**config.mk**
```make
export PLATFORM = sky130hd
export DESIGN_NAME = axi4_video_stream_monitor_flat
export DESIGN_NICKNAME = d
export VERILOG_FILES = /design/src/rtl/axi4_video_stream_monitor_if.sv /design/src/rtl/axi4_video_stream_monitor.sv /design/src/flat_wrapper.sv
export SDC_FILE = /design/constraint.sdc
export NUM_CORES = 1
export LEC_CHECK = 0
export CAP_MARGIN = 20
export CORE_MARGIN = 2
export CORE_UTILIZATION = 58
export CTS_CLUSTER_DIAMETER = 150
export CTS_CLUSTER_SIZE = 10
export DETAILED_ROUTE_END_ITERATION = 16
export PLACE_DENSITY = 0.84
export SYNTH_ARGS = -nofsm -noshare
export SYNTH_HDL_FRONTEND = slang
export SYNTH_SLANG_ARGS = --single-unit
```
**constraint.sdc**
```tcl
create_clock -name clk_i -period 5.6 [get_ports clk_i]
set_clock_uncertainty 0.15 [all_clocks]
set_input_delay 0.56 -clock clk_i [delete_from_list [all_inputs] [get_ports clk_i]]
set_output_delay 0.56 -clock clk_i [all_outputs]
set_load 0.1 [all_outputs]
```
**src/rtl/axi4_video_stream_monitor_if.sv**
```systemverilog
// AXI4-Stream video bundle: tuser marks start of frame, tlast marks end of line.
interface axi4_stream_if #(
  parameter int DATA_WIDTH = 32
) ();
  logic [DATA_WIDTH-1:0] tdata;
  logic                  tvalid;
  logic                  tready;
  logic                  tlast;
  logic                  tuser;

  modport mst (output tdata, output tvalid, output tlast, output tuser, input tready);
  modport slv (input tdata, input tvalid, input tlast, input tuser, output tready);
endinterface

```
**src/rtl/axi4_video_stream_monitor.sv**
```systemverilog
// In-line AXI4-Stream video checker: 2-entry skid buffer pass-through plus
// line/frame geometry measurement, frame counting and sticky framing-error flags.
module axi4_video_stream_monitor #(
  parameter int TDATA_WIDTH = 32,
  parameter int X_ACTIVE    = 1920,
  parameter int Y_ACTIVE    = 1080,
  parameter int CNT_WIDTH   = 12
) (
  input  logic                 clk_i,
  input  logic                 rst_n_i,
  axi4_stream_if.slv           video_i,
  axi4_stream_if.mst           video_o,
  input  logic                 clr_err_i,
  output logic [CNT_WIDTH-1:0] meas_width_o,
  output logic [CNT_WIDTH-1:0] meas_height_o,
  output logic [15:0]          frame_cnt_o,
  output logic                 err_early_eol_o,
  output logic                 err_late_eol_o,
  output logic                 err_early_sof_o,
  output logic                 err_missing_sof_o,
  output logic                 locked_o
);

  typedef enum logic [1:0] {WAIT_SOF, IN_FRAME, EXPECT_SOF} state_e;

  localparam int BeatW = TDATA_WIDTH + 2;
  localparam logic [CNT_WIDTH-1:0] XLast  = CNT_WIDTH'(X_ACTIVE - 1);
  localparam logic [CNT_WIDTH-1:0] YLast  = CNT_WIDTH'(Y_ACTIVE - 1);
  localparam logic [CNT_WIDTH-1:0] CntMax = '1;

  logic [BeatW-1:0] mem_q [2];
  logic             wrPtr_q, rdPtr_q, inReady_q;
  logic [1:0]       fill_q, fill_d;
  logic             inBeat, outBeat;

  assign inBeat         = video_i.tvalid & inReady_q;
  assign outBeat        = video_o.tvalid & video_o.tready;
  assign video_i.tready = inReady_q;
  assign video_o.tvalid = (fill_q != 2'd0);
  assign {video_o.tdata, video_o.tlast, video_o.tuser} = mem_q[rdPtr_q];

  always_comb begin
    fill_d = fill_q;
    case ({inBeat, outBeat})
      2'b10:   fill_d = fill_q + 2'd1;
      2'b01:   fill_d = fill_q - 2'd1;
      default: fill_d = fill_q;
    endcase
  end

  // tready is the registered "not full" of the next occupancy, so it never combinationally depends on video_o.tready
  always_ff @(posedge clk_i or negedge rst_n_i) begin
    if (!rst_n_i) begin
      for (int i = 0; i < 2; i++) mem_q[i] <= '0;
      wrPtr_q   <= 1'b0;
      rdPtr_q   <= 1'b0;
      fill_q    <= 2'd0;
      inReady_q <= 1'b0;
    end else begin
      if (inBeat) begin
        mem_q[wrPtr_q] <= {video_i.tdata, video_i.tlast, video_i.tuser};
        wrPtr_q        <= ~wrPtr_q;
      end
      if (outBeat) rdPtr_q <= ~rdPtr_q;
      fill_q    <= fill_d;
      inReady_q <= (fill_d != 2'd2);
    end
  end

  state_e               state_q, state_d;
  logic [CNT_WIDTH-1:0] pxCnt_q, pxCnt_d, lnCnt_q, lnCnt_d;
  logic [CNT_WIDTH-1:0] measWidth_q, measWidth_d, measHeight_q, measHeight_d;
  logic [15:0]          frameCnt_q, frameCnt_d;
  logic                 errEarlyEol_q, errEarlyEol_d, errLateEol_q, errLateEol_d;
  logic                 errEarlySof_q, errEarlySof_d, errMissingSof_q, errMissingSof_d;
  logic                 locked_q, locked_d, dirty_q, dirty_d;
  logic [1:0]           cleanCnt_q, cleanCnt_d;
  logic                 startFrame, countBeat, newErr;
  logic [CNT_WIDTH-1:0] px, ln;

  always_comb begin
    state_d         = state_q;
    pxCnt_d         = pxCnt_q;
    lnCnt_d         = lnCnt_q;
    measWidth_d     = measWidth_q;
    measHeight_d    = measHeight_q;
    frameCnt_d      = frameCnt_q;
    errEarlyEol_d   = errEarlyEol_q;
    errLateEol_d    = errLateEol_q;
    errEarlySof_d   = errEarlySof_q;
    errMissingSof_d = errMissingSof_q;
    locked_d        = locked_q;
    cleanCnt_d      = cleanCnt_q;
    dirty_d         = dirty_q;
    startFrame      = 1'b0;
    countBeat       = 1'b0;
    newErr          = 1'b0;
    px              = pxCnt_q;
    ln              = lnCnt_q;

    if (clr_err_i) begin
      errEarlyEol_d   = 1'b0;
      errLateEol_d    = 1'b0;
      errEarlySof_d   = 1'b0;
      errMissingSof_d = 1'b0;
      locked_d        = 1'b0;
      cleanCnt_d      = 2'd0;
    end

    if (inBeat) begin
      case (state_q)
        WAIT_SOF: startFrame = video_i.tuser;
        IN_FRAME: begin
          countBeat = 1'b1;
          if (video_i.tuser && ((pxCnt_q | lnCnt_q) != '0)) begin
            errEarlySof_d = 1'b1;
            newErr        = 1'b1;
            startFrame    = 1'b1;
          end
        end
        EXPECT_SOF: begin
          measHeight_d = lnCnt_q;
          frameCnt_d   = frameCnt_q + 16'd1;
          if (video_i.tuser) begin
            startFrame = 1'b1;
            if (!dirty_q) begin
              if (cleanCnt_d == 2'd0) cleanCnt_d = 2'd1;
              else begin
                cleanCnt_d = 2'd2;
                locked_d   = 1'b1;
              end
            end
          end else begin
            errMissingSof_d = 1'b1;
            newErr          = 1'b1;
            state_d         = WAIT_SOF;
          end
        end
        default: state_d = WAIT_SOF;
      endcase

      // A SOF beat is counted as the first pixel of line 0 of the new frame
      if (startFrame) begin
        px        = '0;
        ln        = '0;
        countBeat = 1'b1;
        dirty_d   = 1'b0;
        state_d   = IN_FRAME;
      end

      if (countBeat) begin
        if (video_i.tlast) begin
          measWidth_d = (px == CntMax) ? px : px + 1'b1;
          if (px < XLast) begin
            errEarlyEol_d = 1'b1;
            newErr        = 1'b1;
          end
          pxCnt_d = '0;
          lnCnt_d = (ln == CntMax) ? ln : ln + 1'b1;
          if (ln == YLast) state_d = EXPECT_SOF;
        end else begin
          if (px == XLast) begin
            errLateEol_d = 1'b1;
            newErr       = 1'b1;
          end
          pxCnt_d = (px == CntMax) ? px : px + 1'b1;
          lnCnt_d = ln;
        end
      end

      if (newErr) begin
        locked_d   = 1'b0;
        cleanCnt_d = 2'd0;
        dirty_d    = 1'b1;
      end
    end
  end

  always_ff @(posedge clk_i or negedge rst_n_i) begin
    if (!rst_n_i) begin
      state_q         <= WAIT_SOF;
      pxCnt_q         <= '0;
      lnCnt_q         <= '0;
      measWidth_q     <= '0;
      measHeight_q    <= '0;
      frameCnt_q      <= '0;
      errEarlyEol_q   <= 1'b0;
      errLateEol_q    <= 1'b0;
      errEarlySof_q   <= 1'b0;
      errMissingSof_q <= 1'b0;
      locked_q        <= 1'b0;
      cleanCnt_q      <= 2'd0;
      dirty_q         <= 1'b0;
    end else begin
      state_q         <= state_d;
      pxCnt_q         <= pxCnt_d;
      lnCnt_q         <= lnCnt_d;
      measWidth_q     <= measWidth_d;
      measHeight_q    <= measHeight_d;
      frameCnt_q      <= frameCnt_d;
      errEarlyEol_q   <= errEarlyEol_d;
      errLateEol_q    <= errLateEol_d;
      errEarlySof_q   <= errEarlySof_d;
      errMissingSof_q <= errMissingSof_d;
      locked_q        <= locked_d;
      cleanCnt_q      <= cleanCnt_d;
      dirty_q         <= dirty_d;
    end
  end

  assign meas_width_o      = measWidth_q;
  assign meas_height_o     = measHeight_q;
  assign frame_cnt_o       = frameCnt_q;
  assign err_early_eol_o   = errEarlyEol_q;
  assign err_late_eol_o    = errLateEol_q;
  assign err_early_sof_o   = errEarlySof_q;
  assign err_missing_sof_o = errMissingSof_q;
  assign locked_o          = locked_q;

endmodule

```
**src/flat_wrapper.sv**
```systemverilog
// flat-port wrapper written by rule: the top's interface ports become plain ports
module axi4_video_stream_monitor_flat 
#(
  parameter int TDATA_WIDTH = 32,
  parameter int X_ACTIVE    = 1920,
  parameter int Y_ACTIVE    = 1080,
  parameter int CNT_WIDTH   = 12
)
  (clk_i, rst_n_i, clr_err_i, meas_width_o, meas_height_o, frame_cnt_o, err_early_eol_o, err_late_eol_o, err_early_sof_o, err_missing_sof_o, locked_o, video_i_tdata, video_i_tvalid, video_i_tlast, video_i_tuser, video_i_tready, video_o_tdata, video_o_tvalid, video_o_tlast, video_o_tuser, video_o_tready);
  axi4_stream_if #(.DATA_WIDTH((32))) video_i_i ();
  axi4_stream_if #(.DATA_WIDTH((32))) video_o_i ();
  input  logic clk_i;
  input  logic rst_n_i;
  input  logic clr_err_i;
  output logic [CNT_WIDTH-1:0] meas_width_o;
  output logic [CNT_WIDTH-1:0] meas_height_o;
  output logic [15:0] frame_cnt_o;
  output logic err_early_eol_o;
  output logic err_late_eol_o;
  output logic err_early_sof_o;
  output logic err_missing_sof_o;
  output logic locked_o;
  input wire logic [$bits(video_i_i.tdata)-1:0] video_i_tdata;
  input wire logic [$bits(video_i_i.tvalid)-1:0] video_i_tvalid;
  input wire logic [$bits(video_i_i.tlast)-1:0] video_i_tlast;
  input wire logic [$bits(video_i_i.tuser)-1:0] video_i_tuser;
  output wire logic [$bits(video_i_i.tready)-1:0] video_i_tready;
  output wire logic [$bits(video_o_i.tdata)-1:0] video_o_tdata;
  output wire logic [$bits(video_o_i.tvalid)-1:0] video_o_tvalid;
  output wire logic [$bits(video_o_i.tlast)-1:0] video_o_tlast;
  output wire logic [$bits(video_o_i.tuser)-1:0] video_o_tuser;
  input wire logic [$bits(video_o_i.tready)-1:0] video_o_tready;
  assign video_i_i.tdata = video_i_tdata;
  assign video_i_i.tvalid = video_i_tvalid;
  assign video_i_i.tlast = video_i_tlast;
  assign video_i_i.tuser = video_i_tuser;
  assign video_i_tready = video_i_i.tready;
  assign video_o_tdata = video_o_i.tdata;
  assign video_o_tvalid = video_o_i.tvalid;
  assign video_o_tlast = video_o_i.tlast;
  assign video_o_tuser = video_o_i.tuser;
  assign video_o_i.tready = video_o_tready;
  axi4_video_stream_monitor #(.TDATA_WIDTH(TDATA_WIDTH), .X_ACTIVE(X_ACTIVE), .Y_ACTIVE(Y_ACTIVE), .CNT_WIDTH(CNT_WIDTH)) u_core (.clk_i(clk_i), .rst_n_i(rst_n_i), .video_i(video_i_i), .video_o(video_o_i), .clr_err_i(clr_err_i), .meas_width_o(meas_width_o), .meas_height_o(meas_height_o), .frame_cnt_o(frame_cnt_o), .err_early_eol_o(err_early_eol_o), .err_late_eol_o(err_late_eol_o), .err_early_sof_o(err_early_sof_o), .err_missing_sof_o(err_missing_sof_o), .locked_o(locked_o));
endmodule
```
==> results.md, run 1 <==
- Status: completed
- CP max stage cell: o21ai_2
- FF+latch count, synth: 147
- CP Launch Point: u_core.state_q[0]
- Max-cap viol count: 0
- WL/cell: 19.02 um
- Final HPWL DP: 11.26 mm
- Commonest cells post-synth: 147 x dfrtp_1, 112 x mux2_2, 37 x nand2_1
- Crit. End Element: register
- Post-synth ARST share: 100.0%
- Seq/Total Area, Yosys: 51.23%
- Reg power frac: 26.5%
- N_diodes: 0
- Drt drc: 0
- I/O pins: 120
- Fin crit period: 4194 ps
- Initial core utilization: 59.53%
- F_max: 0.2384 GHz
- DRT Pass-1 Iters: 6
- PwrDens: 664.5 mW/mm^2
- Dpl cell area: 0.008457 mm^2
- Share of cells above drive strength 1: 23.90%
- Post-cts resize count: 0
- CP required: 5800 ps
- Final setup TNS: 0 ps
- Non-filler cells, final: 896
- Gate power share: 53.5%
- Clock-pin slew on the worst setup and hold paths: 60 ps
- VDD IR max: 0.3456 mV
- H-tree levels: 4
- Via/cell ratio: 5.950
- Final Setup Violations: 0
- Final Hold Viols: 0
- CTS Sinks: 147
- Critical path, cell by cell: inv_1, ha_1, nor2_1, nand4_2, o21ai_2, buf_4, and2_1, ha_1, nand3_1, or3_1, and3_1, or3_1, a21oi_2
- All-Layer GR Usage: 26.52%
- Number of buffers created by CTS: 17
- Die area: 0.01329 mm^2
- Site Rows: 40
- Post-placement cell count: 865
- RR Startpoint: u_core.state_q[0]
- Post-CTS setup buffer count: 0
- RSZ-0062 raised after global routing: no
- Cell accounting for the most synthesized area: dfrtp_1
- First-pass GRT wire length: 27.28 mm
- Class of the worst hold path: input port to asynchronous set/reset pin
- Mapped Cells: 605
- Final design instance area without fill: 0.009092 mm^2
- Fin. max-slew vios: 0
- Most frequent cell after synthesis: dfrtp_1
- EDFF count, synth: 0
- Slew headroom: 31.51%
- Top FF cell, synth: dfrtp_1
- Syn avg cell area: 11.87 um^2
- Syn Std Cell Area: 0.007181 mm^2
- Period utilization: 74.89%
- CTS Buffer Depth: 2
- Path type of the worst setup path: register to register
- Leading post-synthesis cells by cell area: dfrtp_1 51%, mux2_2 18%, xnor2_1 2.1%, nand2_1 1.9%, ha_1 1.4%
- Cell Int Power: 3.135 mW
- Crit start category: register
- Die H: 115.3 um
- Top-area cell type share of the netlist area: 51.23%
- Number of global-route vias before repair: 5347
- Largest net degree at the start of global routing: 81
- Leakage: 3.975 nW
- Sw power: 2.907 mW
- Synth Warn #: 0
- GPL Wtd Cong: 0.8847
- Final core occ: 75.38%
- Clock power share: 20.0%
- CTS Root Cell: clkbuf_16
- DR vias: 5331
- Nets: 763
- Final ANT Viol Nets: 0
- Worst Tran Pin Value: 1024 ps
- WL final: 17.04 mm
- Chip width: 115.3 um
- Hold_buf cts: 0
- Area grow syn2layout: 26.62%
- Core box area: 0.01206 mm^2
- Crit-path max FO: 19
- Worst-Skew Late Latency: 420 ps
- Arr. time, crit path: 4390 ps
- Max stage delay on crit path: 610 ps
- Initial antenna violation count: 0
- Switching Fraction: 48.12%
- Synthesized Nets: 652
- Distinct cell type count after synthesis: 65
- DR iter-0 viols: 448
- IO buf count: 119
- CTS tree: built
- GRT Residual Overflow: 0
==> cell type report <==
cell class              instances  area, um^2
flip-flops and latches        147        3679
multi-input cells             410        3271
fillers                       784        2969
repair buffers                126        1245
clock buffers                  22       484.2
well taps                     168       210.2
clock inverters                 9       151.4
inverters                      14       52.55
==> metal layers <==
| metal | global-route usage [%] | wire (um) | up-vias |
|---|---|---|---|
| li1 | - | - | 2442 |
| met4 | 10.68 | 404 | 0 |
| met5 | 0 | 0 | - |
| met3 | 5.324 | 914 | 37 |
| met1 | 34.85 | 7242 | 2655 |
| met2 | 43.49 | 8483 | 197 |
==> power groups by stage <==
stage	registers, mW	clock network (mW)	logic [mW]
6_report	1.60	1.21	3.24
3_3_place_gp	1.57	0	3.17
4_1_cts	1.60	1.22	3.25
3_5_place_dp	1.61	0	3.22
5_1_grt	1.63	1.27	3.36
2_1_floorplan	1.71	0	2.41
==> state kept, by name, summed over array words and instances (netlist names), 2 cells and up <==
register and cells:
u_core.pxCnt_q 12, u_core.meas_width_o 12, u_core.frame_cnt_o 16, u_core.meas_height_o 12, u_core.cleanCnt_q 2, u_core.mem_q 68
u_core.fill_q 2, u_core.lnCnt_q 12, u_core.state_q 2
==> path summary, 6_finish.rpt <==
kind                                          end  slack [ps]  cells past startpoint
setup / recovery                u_core.pxCnt_q[4]        1410                     13
setup reg to reg                u_core.pxCnt_q[4]        1410                     13
max in group asynchronous        u_core.mem_q[32]        3910                      2
hold reg to reg            u_core.meas_width_o[8]         320                      2
min in group clk_i         u_core.meas_width_o[8]         320                      2
hold / removal             u_core.frame_cnt_o[12]          20                      1
==> cell families after synthesis <==
kind of cell / Yosys count / share of synthesized area [%]
compound gates: 96 / 9.462
buf+inv: 48 / 3.258
fa+ha+maj: 8 / 1.394
xor+xnor: 28 / 3.415
simple gates: 165 / 13.54
mux: 113 / 17.70
flops: 147 / 51.23
==> critical path, delay by kind of cell, from the launching register on <==
family / cells / cell delay (ps)
buffers and inverters: 2 / 450
and+or+nand+nor: 7 / 1780
AOI/OAI and AO/OA: 2 / 750
adders and majority gates: 2 / 540
DFF: 1 / 440
==> stage by stage <==
step | worst slack [ps] | hold WS [ps] | total power [mW]
global route | 1048 | 88.31 | 6.262
CTS | 1460 | 58.14 | 6.066
global placement | 1538 | 299.4 | 4.738
finish | 1406 | 24.02 | 6.042
detailed placement | 1410 | 307.2 | 4.829
floorplan | 2264 | 114.4 | 4.122
==> cell usage in the layout, fill, tap and decap left out, types with 8 or more instances in the layout <==
master           Yosys  final
and3_1              12     12
dfrtp_1            147    147
xnor2_1             17     17
xor2_1              11     11
nor3_1              10     10
nand2_1             37     37
clkdlybuf4s50_1      0    118
ha_1                 8      8
a31oi_1             11     11
inv_1               14     14
clkbuf_16            0     17
nand4_1             12     12
mux2_2             112    112
nand3_1             20     20
nor2_1              26     26
o21ai_0             12     12
a21oi_1             17     17
No activity file was read; power rests on OpenSTA's default activity.
==> inputs of run 2 (changes only) <==
--- a/config.mk
+++ b/config.mk
@@ -7,11 +7,11 @@
 export LEC_CHECK = 0
 export CAP_MARGIN = 20
 export CORE_MARGIN = 2
-export CORE_UTILIZATION = 58
+export CORE_UTILIZATION = 54
 export CTS_CLUSTER_DIAMETER = 150
 export CTS_CLUSTER_SIZE = 10
 export DETAILED_ROUTE_END_ITERATION = 16
-export PLACE_DENSITY = 0.84
+export PLACE_DENSITY = 0.79
 export SYNTH_ARGS = -nofsm -noshare
 export SYNTH_HDL_FRONTEND = slang
 export SYNTH_SLANG_ARGS = --single-unit
==> constraint.sdc (replaced) <==
create_clock -name clk_i -period 4.2 [get_ports clk_i]
set_clock_uncertainty 0.15 [all_clocks]
set_input_delay 0.42 -clock clk_i [delete_from_list [all_inputs] [get_ports clk_i]]
set_output_delay 0.42 -clock clk_i [all_outputs]
set_load 0.1 [all_outputs]
==> results.md, run 2 (synthesis gave the netlist of run 1 again) <==
- Status: completed
- Period utilization: 91.08%
- Chip width: 119.3 um
- CTS Root Cell: clkbuf_16
- Final setup TNS: 0 ps
- I/O pins: 120
- Most frequent cells in the layout: 147 x dfrtp_1, 112 x mux2_2, 84 x clkdlybuf4s50_1
- Initial antenna violation count: 0
- Max stage delay on crit path: 560 ps
- Largest net degree at the start of global routing: 82
- WL final: 16.65 mm
- Class of the worst hold path: register to register
- Worst-Skew Late Latency: 420 ps
- Initial core utilization: 54.66%
- Final core occ: 68.53%
- Critical path, cell by cell: inv_1, ha_1, nor2_1, nand4_2, o21ai_2, buf_4, and2_1, ha_1, nand3_1, or3_1, and3_1, or3_1, a21oi_2
- Number of buffers created by CTS: 17
- CTS Sinks: 147
- Post-cts resize count: 0
- GRT Residual Overflow: 0
- Final HPWL DP: 11.34 mm
- DR iter-0 viols: 375
- Crit-path max FO: 33
- GPL Wtd Cong: 0.8962
- Area grow syn2layout: 25.39%
- Path type of the worst setup path: register to register
- Final ANT Viol Nets: 0
- Drt drc: 0
- Via/cell ratio: 5.823
- Post-CTS setup buffer count: 0
- Flip-flop count of the largest register after layout: 68
- DRT Pass-1 Iters: 5
- Final Setup Violations: 0
- IO buf count: 119
- Buf+Inv Stages, Crit Path: 2
- Max-cap viol count: 0
- Crit. End Element: register
- CP required: 4410 ps
- H-tree levels: 4
- Min Hold Slack: 323.0 ps
- RSZ-0062 raised after global routing: no
- Largest Register: u_core.mem_q
- Final Hold Viols: 0
- Clock-pin slew on the worst setup and hold paths: 70 ps
- Core box area: 0.01314 mm^2
- CTS Buffer Depth: 2
- Site Rows: 42
- DR vias: 5305
- VDD IR max: 0.5320 mV
- Nets: 769
- CTS tree: built
- Die H: 119.3 um
- Crit start category: register
- F_max: 0.2614 GHz
- Worst Tran Pin Value: 1019 ps
- N_diodes: 0
- Share of cells above drive strength 1: 29.25%
- CP max stage cell: or3_1
- Commonest non-fill, non-tap cell in the layout: dfrtp_1
- All-Layer GR Usage: 24.48%
- Die area: 0.01424 mm^2
- Slew headroom: 31.85%
- Leakage: 4.002 nW
- Fin crit period: 3825 ps
- CP delay by family, top: simple AND/OR/NAND/NOR gates
- Fin. max-slew vios: 0
- WL/cell: 18.27 um
- PwrDens: 868.0 mW/mm^2
- Arr. time, crit path: 4030 ps
- R2r setup slk: 370 ps
- Number of global-route vias before repair: 5490
- First-pass GRT wire length: 27.77 mm
## run 2: changes by cell type in the layout (fill, tap and decap cells not counted), sizes merged
cell / before / now
clkbuf: 22 / 17
clkinvlp: 1 / 3
buf: 8 / 47
bufinv: 4 / 1
dlygate4sd3: 0 / 1
clkdlybuf4s50: 118 / 84
inv: 14 / 21
## run 2: path summary, 6_finish.rpt
| check | startpoint | to | cells after the start |
|---|---|---|---|
| setup / recovery | u_core.state_q[0] | u_core.pxCnt_q[4] | 13 |
| hold / removal | u_core.meas_width_o[8] | u_core.meas_width_o[8] | 2 |
| setup reg to reg | u_core.state_q[0] | u_core.pxCnt_q[4] | 13 |
| hold reg to reg | u_core.meas_width_o[8] | u_core.meas_width_o[8] | 2 |
| max in group asynchronous | rst_n_i | u_core.frame_cnt_o[13] | 3 |
| min in group asynchronous | rst_n_i | u_core.meas_width_o[0] | 2 |
## run 2: timing repair
action / CTS / global route
hold endpoints to repair: 79 / 0
setup endpoints to repair: 0 / 0
hold buffers: 1 / 0
## run 2: stage by stage
stage	power, mW	instances	setup WS (ps)	area, um^2
floorplan	5.496	605	864.5	7181
global placement	6.258	878	535.6	8419
global route	8.139	911	230.6	9004
CTS	7.848	911	427.8	9004
finish	7.815	911	374.6	9004
detailed placement	6.358	878	416.6	8419
## run 2: tightest hold or removal path, delay by kind of cell, from the launching register on
kind	cells	cell delay (ps)
AND/OR/NAND/NOR	2	100
flip-flops	1	340
## run 2: final cells by class
type | count | area [um^2]
Clock buffer | 17 | 425.4
Clock inverter | 15 | 148.9
Fill cell | 964 | 4134
Inverter | 14 | 52.55
Multi-Input combinational cell | 410 | 3271
Sequential cell | 147 | 3679
Tap cell | 176 | 220.2
Timing Repair Buffer | 132 | 1207
## run 2: power by group
part | internal (mW) | switching (mW) | leakage [nW]
combinational | 1.20 | 2.99 | 1.86
clock | 0.833 | 0.642 | 0.276
sequential | 1.84 | 0.300 | 1.87
## run 2: routing by layer
metal	GRT usage, %	vias to the layer above	part of all wire (%)
met5	0	-	0
met3	5.651	19	5.3
met1	33.52	2648	45
li1	-	2455	-
met2	39.04	183	49
met4	7.574	0	1.1
